`src/rtl/mi_fetch_queue.sv`:
```
// mi_fetch_queue: two-issue fetch front end. Issues packet fetches to
// instruction memory, buffers {pc, packet} responses in a small FIFO and
// hands them to decode. A redirect flushes buffered and in-flight fetches;
// a halt instruction stops fetching until the next redirect.
module mi_fetch_queue #(
  parameter logic [31:0] PC_START = 32'h8000_0000,
  parameter int ISSUE_NUM = 2,
  parameter int INST_DW   = 32,
  parameter int INST_AW   = 32,
  parameter int DEPTH     = 4,
  parameter int CNT_W     = $clog2(DEPTH+1)
) (
  input  logic                         clk,
  input  logic                         rst,
  input  logic                         redirect_en_i,
  input  logic [INST_AW-1:0]           redirect_pc_i,
  output logic                         inst_en_o,
  output logic [INST_AW-1:0]           inst_addr_o,
  input  logic [INST_DW*ISSUE_NUM-1:0] inst_i,
  output logic                         deq_valid_o,
  input  logic                         deq_ready_i,
  output logic [INST_AW-1:0]           deq_pc_o,
  output logic [INST_DW*ISSUE_NUM-1:0] deq_inst_o,
  output logic                         halted_o,
  output logic [CNT_W-1:0]             count_o
);

  localparam int PW    = INST_DW * ISSUE_NUM;
  localparam int PTR_W = (DEPTH > 1) ? $clog2(DEPTH) : 1;
  localparam logic [INST_DW-1:0] HALT_INST = INST_DW'(32'h0000_006b);

  typedef struct packed {
    logic [INST_AW-1:0] pc;
    logic [PW-1:0]      pkt;
  } entry_t;

  logic [INST_AW-1:0] fetch_pc_q, fetch_pc_d;
  logic               inflight_q, inflight_d;
  logic [INST_AW-1:0] inflight_pc_q, inflight_pc_d;
  logic               halted_q, halted_d;
  logic [CNT_W-1:0]   count_q, count_d;
  logic [PTR_W-1:0]   rd_ptr_q, rd_ptr_d;
  logic [PTR_W-1:0]   wr_ptr_q, wr_ptr_d;
  entry_t             mem_q [DEPTH];
  entry_t             mem_d [DEPTH];

  logic req, enq, deq, halt_hit;
  logic [CNT_W:0] occ;

  // Request gate, enqueue/dequeue strobes. The in-flight fetch reserves a
  // slot so a response always has room (memory cannot be stalled).
  always_comb begin
    occ      = (CNT_W+1)'(count_q) + (CNT_W+1)'(inflight_q);
    req      = !rst && !redirect_en_i && !halted_q && (occ < (CNT_W+1)'(DEPTH));
    enq      = inflight_q && !redirect_en_i;
    deq_valid_o = (count_q != '0) && !redirect_en_i;
    deq      = deq_valid_o && deq_ready_i;
    halt_hit = enq && (inst_i[INST_DW-1:0] == HALT_INST);
  end

  // Next-state: fetch PC, in-flight tracking, FIFO bookkeeping and halt.
  always_comb begin
    fetch_pc_d    = fetch_pc_q;
    inflight_d    = req;
    inflight_pc_d = inflight_pc_q;
    halted_d      = halted_q;
    count_d       = count_q;
    rd_ptr_d      = rd_ptr_q;
    wr_ptr_d      = wr_ptr_q;
    mem_d         = mem_q;
    if (redirect_en_i) begin
      // Flush: any response landing now or next cycle is dropped because
      // inflight is cleared and no request goes out this cycle.
      fetch_pc_d = redirect_pc_i;
      halted_d   = 1'b0;
      count_d    = '0;
      rd_ptr_d   = '0;
      wr_ptr_d   = '0;
    end else begin
      if (req) begin
        fetch_pc_d    = fetch_pc_q + INST_AW'(4 * ISSUE_NUM);
        inflight_pc_d = fetch_pc_q;
      end
      if (enq) begin
        mem_d[wr_ptr_q] = '{pc: inflight_pc_q, pkt: inst_i};
        wr_ptr_d        = wr_ptr_q + PTR_W'(1);
      end
      if (deq) rd_ptr_d = rd_ptr_q + PTR_W'(1);
      count_d  = count_q + CNT_W'(enq) - CNT_W'(deq);
      halted_d = halted_q || halt_hit;
    end
  end

  // State registers; storage is cleared too so head outputs read zero in reset.
  always_ff @(posedge clk or posedge rst) begin
    if (rst) begin
      fetch_pc_q    <= INST_AW'(PC_START);
      inflight_q    <= 1'b0;
      inflight_pc_q <= '0;
      halted_q      <= 1'b0;
      count_q       <= '0;
      rd_ptr_q      <= '0;
      wr_ptr_q      <= '0;
      mem_q         <= '{default: '0};
    end else begin
      fetch_pc_q    <= fetch_pc_d;
      inflight_q    <= inflight_d;
      inflight_pc_q <= inflight_pc_d;
      halted_q      <= halted_d;
      count_q       <= count_d;
      rd_ptr_q      <= rd_ptr_d;
      wr_ptr_q      <= wr_ptr_d;
      mem_q         <= mem_d;
    end
  end

  // Output mapping.
  always_comb begin
    inst_en_o   = req;
    inst_addr_o = fetch_pc_q;
    deq_pc_o    = mem_q[rd_ptr_q].pc;
    deq_inst_o  = mem_q[rd_ptr_q].pkt;
    halted_o    = halted_q;
    count_o     = count_q;
  end

endmodule

```
`config.mk`:
```
export PLATFORM = sky130hd
export DESIGN_NAME = mi_fetch_queue
export DESIGN_NICKNAME = d
export VERILOG_FILES = /design/src/rtl/mi_fetch_queue.sv
export SDC_FILE = /design/constraint.sdc
export NUM_CORES = 1
export LEC_CHECK = 0
export ABC_AREA = 0
export CAP_MARGIN = 5
export CORE_ASPECT_RATIO = 1.5
export CORE_MARGIN = 2
export CORE_UTILIZATION = 30
export DETAILED_ROUTE_END_ITERATION = 8
export GPL_TIMING_DRIVEN = 0
export PLACE_DENSITY_LB_ADDON = 0.2
export REMOVE_ABC_BUFFERS = 1
export SYNTH_ARGS = -nofsm -noshare
export SYNTH_HDL_FRONTEND = slang
export SYNTH_SLANG_ARGS = --single-unit
```
`constraint.sdc`:
```
create_clock -name clk -period 24.4 [get_ports clk]
set_input_delay 7.32 -clock clk [delete_from_list [all_inputs] [get_ports clk]]
set_output_delay 7.32 -clock clk [all_outputs]
set_load 0.02 [all_outputs]
```
# Word level (Yosys, flattened, before mapping)
# Cells that the tools add are included.
# op_classes
order_cmp	4
bitwise	3
mux	14
n_eq_ne	1
reduce_logical	18
addsub	6
# ops
op	count
$bwmux 384	1
$mux 96	3
$bmux 96 s2	1
$demux 96 s2	1
$mux 32	2
$add 32x4->32 const B	1
$eq 32x7->1 const B	1
$logic_and 1x1->1	8
$mux 2	4
$ge 3x3->1 const B	2
$not 2->3	2
$reduce_bool 2->1	3
$add 2x1->2 const B	2
$add 3x1->4	1
$lt 4x3->1 const B	1
$reduce_and 2->1	2
$add 3x1->3	1
$logic_not 1->1	3
$lt 3x1->1 const B	1
$mux 3	1
$reduce_bool 3->1	1
$sub 3x1->3	1
$logic_or 1x1->1	1
$mux 1	1
$not 1->1	1
# word_totals
output_inout_bits	134
input_bits	100
regBits	457
wordCells	61

# Longest topological paths before layout
# Gate-level depths: netlist of the first run.
# depth
depth_word	6
mapped_depth	11
depth_no_buf	9

# Least setup slack after synthesis of the first run
# Ideal clock, no wire load.
# synth_timing
kind	input -> output
startpoint	in redirect_en_i
endpoint	out deq_valid_o
arrival_time_ns	8.187
required_time_ns	17.080
stages	4
slack_ns	8.893
n_path_buf	3
path_cell_list	clkbuf_2 buf_2 buf_1 nor2_1
# synth_between
elab_chain_len	2
# synth_rtl
item	line	text
start: declaration	15	input logic redirect_en_i,
$logic_not 1->1	56	deq_valid_o = (count_q != '0) && !redirect_en_i;
$logic_and 1x1->1	56	
end: declaration	20	output logic deq_valid_o,
# No other way between the ends.

# Worst setup path in the final report of the first run
# layout_timing
startpoint	in rst
endpoint	out inst_en_o
# layout_between
elab_chain_len	4
# layout_rtl
item	line	text
start: declaration	14	input logic rst,
$logic_not 1->1 (no source line)	-	
$logic_and 1x1->1 (3 in series)	54	req = !rst && !redirect_en_i && !halted_q && (occ < (CNT_W+1)'(DEPTH));
end: declaration	17	output logic inst_en_o,
# No other way between the ends.

==> impl_table.tex, run 1 <==
\begin{tabular}{lr}
\hline
Metric & Value \\
\hline
\multicolumn{2}{l}{\textbf{Clock network}} \\
Clock tree from TritonCTS & built \\
Clock Tree Root & clkbuf\_16 \\
Clk pin slew, worst setup/hold paths & 60 ps \\
Buffer depth of the longest clock path & 3 \\
Number of levels in the clock H-tree & 2 \\
Post-cts repair resize count & 0 \\
Worst skew pair latency & 600 ps \\
Clock buffer count from CTS & 50 \\
Clock sink count & 457 \\
Hold\_buf cts & 0 \\
Number of buffers inserted by post-CTS setup repair & 0 \\
\multicolumn{2}{l}{\textbf{Worst setup path}} \\
Crit-path max FO & 34 \\
Crit Path Class & in -> out \\
Data arrival time of the worst path & 10050 ps \\
Launching element type of the critical path & primary input \\
Worst EP required & 17080 ps \\
Element type at the critical path end & output pin \\
\multicolumn{2}{l}{\textbf{Global routing}} \\
Global-route wire length before repair & 79.3 mm \\
Largest net degree at the start of global routing & 119 \\
Number of global-route vias before repair & 12900 \\
Leftover overflow at the end of global routing & 0 \\
Overall global routing resource usage & 14.8\% \\
Number of antenna violations at the first check in global routing & 0 \\
\multicolumn{2}{l}{\textbf{Placement}} \\
\# port buffers & 233 \\
HPWL after DPL & 31.7 mm \\
Final weighted congestion of routability-driven global placement & 0.702 \\
Dpl cell area & 0.0237 mm\^{}2 \\
\multicolumn{2}{l}{\textbf{Cells and area}} \\
Multi-input logic area & 0.00835 mm\^{}2 \\
Fill count & 6227 \\
Final Core Density & 38.0\% \\
Antenna diode instance count & 0 \\
Area Growth Syn to Fin & 25.4\% \\
Number of nets at the end of the flow & 1586 \\
Share of layout cells above drive strength 1 & 42.5\% \\
Combined flip-flop and latch cell area & 0.0114 mm\^{}2 \\
Post-route cell area & 0.0253 mm\^{}2 \\
\multicolumn{2}{l}{\textbf{Synthesis}} \\
Synth Warn \# & 0 \\
Ranking of synthesized cells by instance count & dfrtp\_1 (456), mux2\_2 (424), mux4\_2 (96) \\
Post-synthesis async set-or-reset flop share & 100\% \\
Cell types occupying the most area after synthesis & dfrtp\_1 (57\%), mux2\_2 (24\%), mux4\_2 (11\%), buf\_2 (1.5\%), xor2\_1 (0.87\%) \\
Number of instances in the synthesized netlist & 1252 \\
Register bit total from synthesis & 457 \\
Library cell with the largest summed area after synthesis & dfrtp\_1 \\
Sequential cell area fraction in the yosys report & 56.7\% \\
Number of enable-type register cells in the synthesized netlist & 0 \\
Area share of the largest cell type after synthesis & 56.5\% \\
Post-synth top flop & dfrtp\_1 \\
Most numerous cell in the Yosys netlist & dfrtp\_1 \\
Summed instance area of the synthesized netlist & 0.0202 mm\^{}2 \\
Number of distinct library cell variants in the gate-level netlist after synthesis & 55 \\
Avg Cell Area, Syn & 16.1 um\^{}2 \\
\multicolumn{2}{l}{\textbf{Timing}} \\
Max-Slew Margin vs Limit & 33.9\% \\
Final Slew Violations & 0 \\
Slew at the pin with the worst max-slew slack & 987 ps \\
Number of endpoints failing setup at the final stage & 0 \\
Top achievable clock speed & 57.6 MHz \\
Portion of the clock cycle consumed by the worst path in the final layout & 71.2\% \\
Unrepaired setup endpoints after global routing & false \\
Hold violation count in the final report & 0 \\
Smallest hold slack & 498 ps \\
Clock skew & 17.8 ps \\
Post-layout minimum cycle time & 17370 ps \\
\multicolumn{2}{l}{\textbf{Die}} \\
Initial cell density of the core & 30.3\% \\
Chip Height & 322 um \\
Boundary Pins & 234 \\
Number of placement rows & 116 \\
Floorplan die width & 216 um \\
Core Footprint & 0.0666 mm\^{}2 \\
Full die area & 0.0694 mm\^{}2 \\
\multicolumn{2}{l}{\textbf{Detailed routing}} \\
Avg WL per Cell & 21.1 um \\
Vias & 11600 \\
Detailed-route DRC error count & 0 \\
Final wirelength & 50.7 mm \\
Number of vias per cell & 4.84 \\
Pre-Repair DR Iteration Count & 4 \\
Remaining antenna violation count after routing & 0 \\
DRT iter0 DRCs & 493 \\
\multicolumn{2}{l}{\textbf{Hold path}} \\
Worst hold-check path type & reg -> reg \\
\multicolumn{2}{l}{\textbf{Status}} \\
Result of the run & completed \\
\multicolumn{2}{l}{\textbf{Run}} \\
Number of maximum-capacitance constraint violations & 0 \\
\multicolumn{2}{l}{\textbf{Pwr}} \\
Static leakage & 11.0 nW \\
Post-route total power & 2.71 mW \\
Maximum vdd ir drop & 0.0471 mV \\
Pwr per Cell Area & 107 mW/mm\^{}2 \\
\hline
\end{tabular}
[area by class of cell]
cell class,count,area share [%]
clock buffer,71,5.69
clock inverter,17,0.662
inverter,8,0.148
multi-input combinational,711,33.0
sequential,457,45.2
tap,885,4.37
timing repair buffer,249,10.9
[logic make-up after synthesis]
group	share of synthesized area [%]
AOI/OAI and AO/OA	0.967
xor gates and xnor gates	1.26
adders and majority gates	0.595
buffers and inverters	2.09
DFF	56.7
muxes	34.5
and+or+nand+nor	3.89
[worst paths after layout]
kind,startpoint,endpoint,slack (ps),cells past startpoint
hold reg to reg,mem_q[169],mem_q[169],500,1
setup reg to reg,count_o[1],inflight_pc_q[19],21480,5
min in group asynchronous,rst,mem_q[264],7430,2
setup / recovery,rst,inst_en_o,7030,5
hold / removal,mem_q[169],mem_q[169],500,1
max in group asynchronous,rst,mem_q[343],15320,4
[worst max-delay path: stages]
cell and delay [ps]:
clkdlybuf4s50_1 580, nor2_2 570, nand2_4 150, nor2_8 650
clkdlybuf4s50_1 750
[state kept, by name, summed over array words and instances, names as in the netlist]
signal and count:
wr_ptr_q 2, mem_q 384, count_o 3, inflight_pc_q 32, inst_addr_o 32, inflight_q 1, halted_o 1, rd_ptr_q 2
[layout by cell type (no fill, tap or decap), types with 11 or more instances in the layout]
cell,Yosys,final
buf_16,0,15
clkbuf_1,6,11
clkbuf_16,0,51
clkdlybuf4s50_1,0,232
dfrtp_1,456,454
mux2_2,424,424
mux4_2,96,96
nand2_1,32,28
nand3_1,14,14
nand4_1,17,17
o21ai_0,17,17
xor2_1,20,20
[per-layer routing]
| layer | GRT usage (%) | wire, um | up-vias |
|---|---|---|---|
| met5 | 0 | 0 | - |
| met4 | 3.83 | 974 | 0 |
| met3 | 3.25 | 2350 | 56 |
| met2 | 25.4 | 25300 | 223 |
| met1 | 18.9 | 22100 | 6222 |
| li1 | - | - | 5110 |
[where the power goes]
part           switching, mW  internal (mW)  total (mW)
clock                  0.316          0.432       0.748
combinational          0.372          0.499       0.871
sequential             0.131          0.959        1.09
[through the flow]
stage / std cells / setup slack, ps / TNS, ps
floorplan: 1176 / 4340 / 0
global placement: 2294 / -1070 / -449900
detailed placement: 2310 / 6990 / 0
CTS: 2398 / 6980 / 0
global route: 2398 / 6910 / 0
finish: 2398 / 7030 / 0
No activity file was read; power rests on OpenSTA's default activity.
==> inputs of run 2 (changes only) <==
==> constraint.sdc (replaced) <==
create_clock -name clk -period 15.5 [get_ports clk]
set_input_delay 4.65 -clock clk [delete_from_list [all_inputs] [get_ports clk]]
set_output_delay 4.65 -clock clk [all_outputs]
set_load 0.02 [all_outputs]
==> results of run 2 <==
Same layout as run 1 (identical final DEF). Status: completed.
Among the figures that moved: setup slack after placement 6990 ps -> 3430 ps; setup slack after layout 7030 ps -> 3470 ps; register-to-register setup slack 21480 ps -> 12580 ps; total power 2.71 mW -> 4.27 mW; worst IR drop on VDD 0.0471 mV -> 0.0741 mV
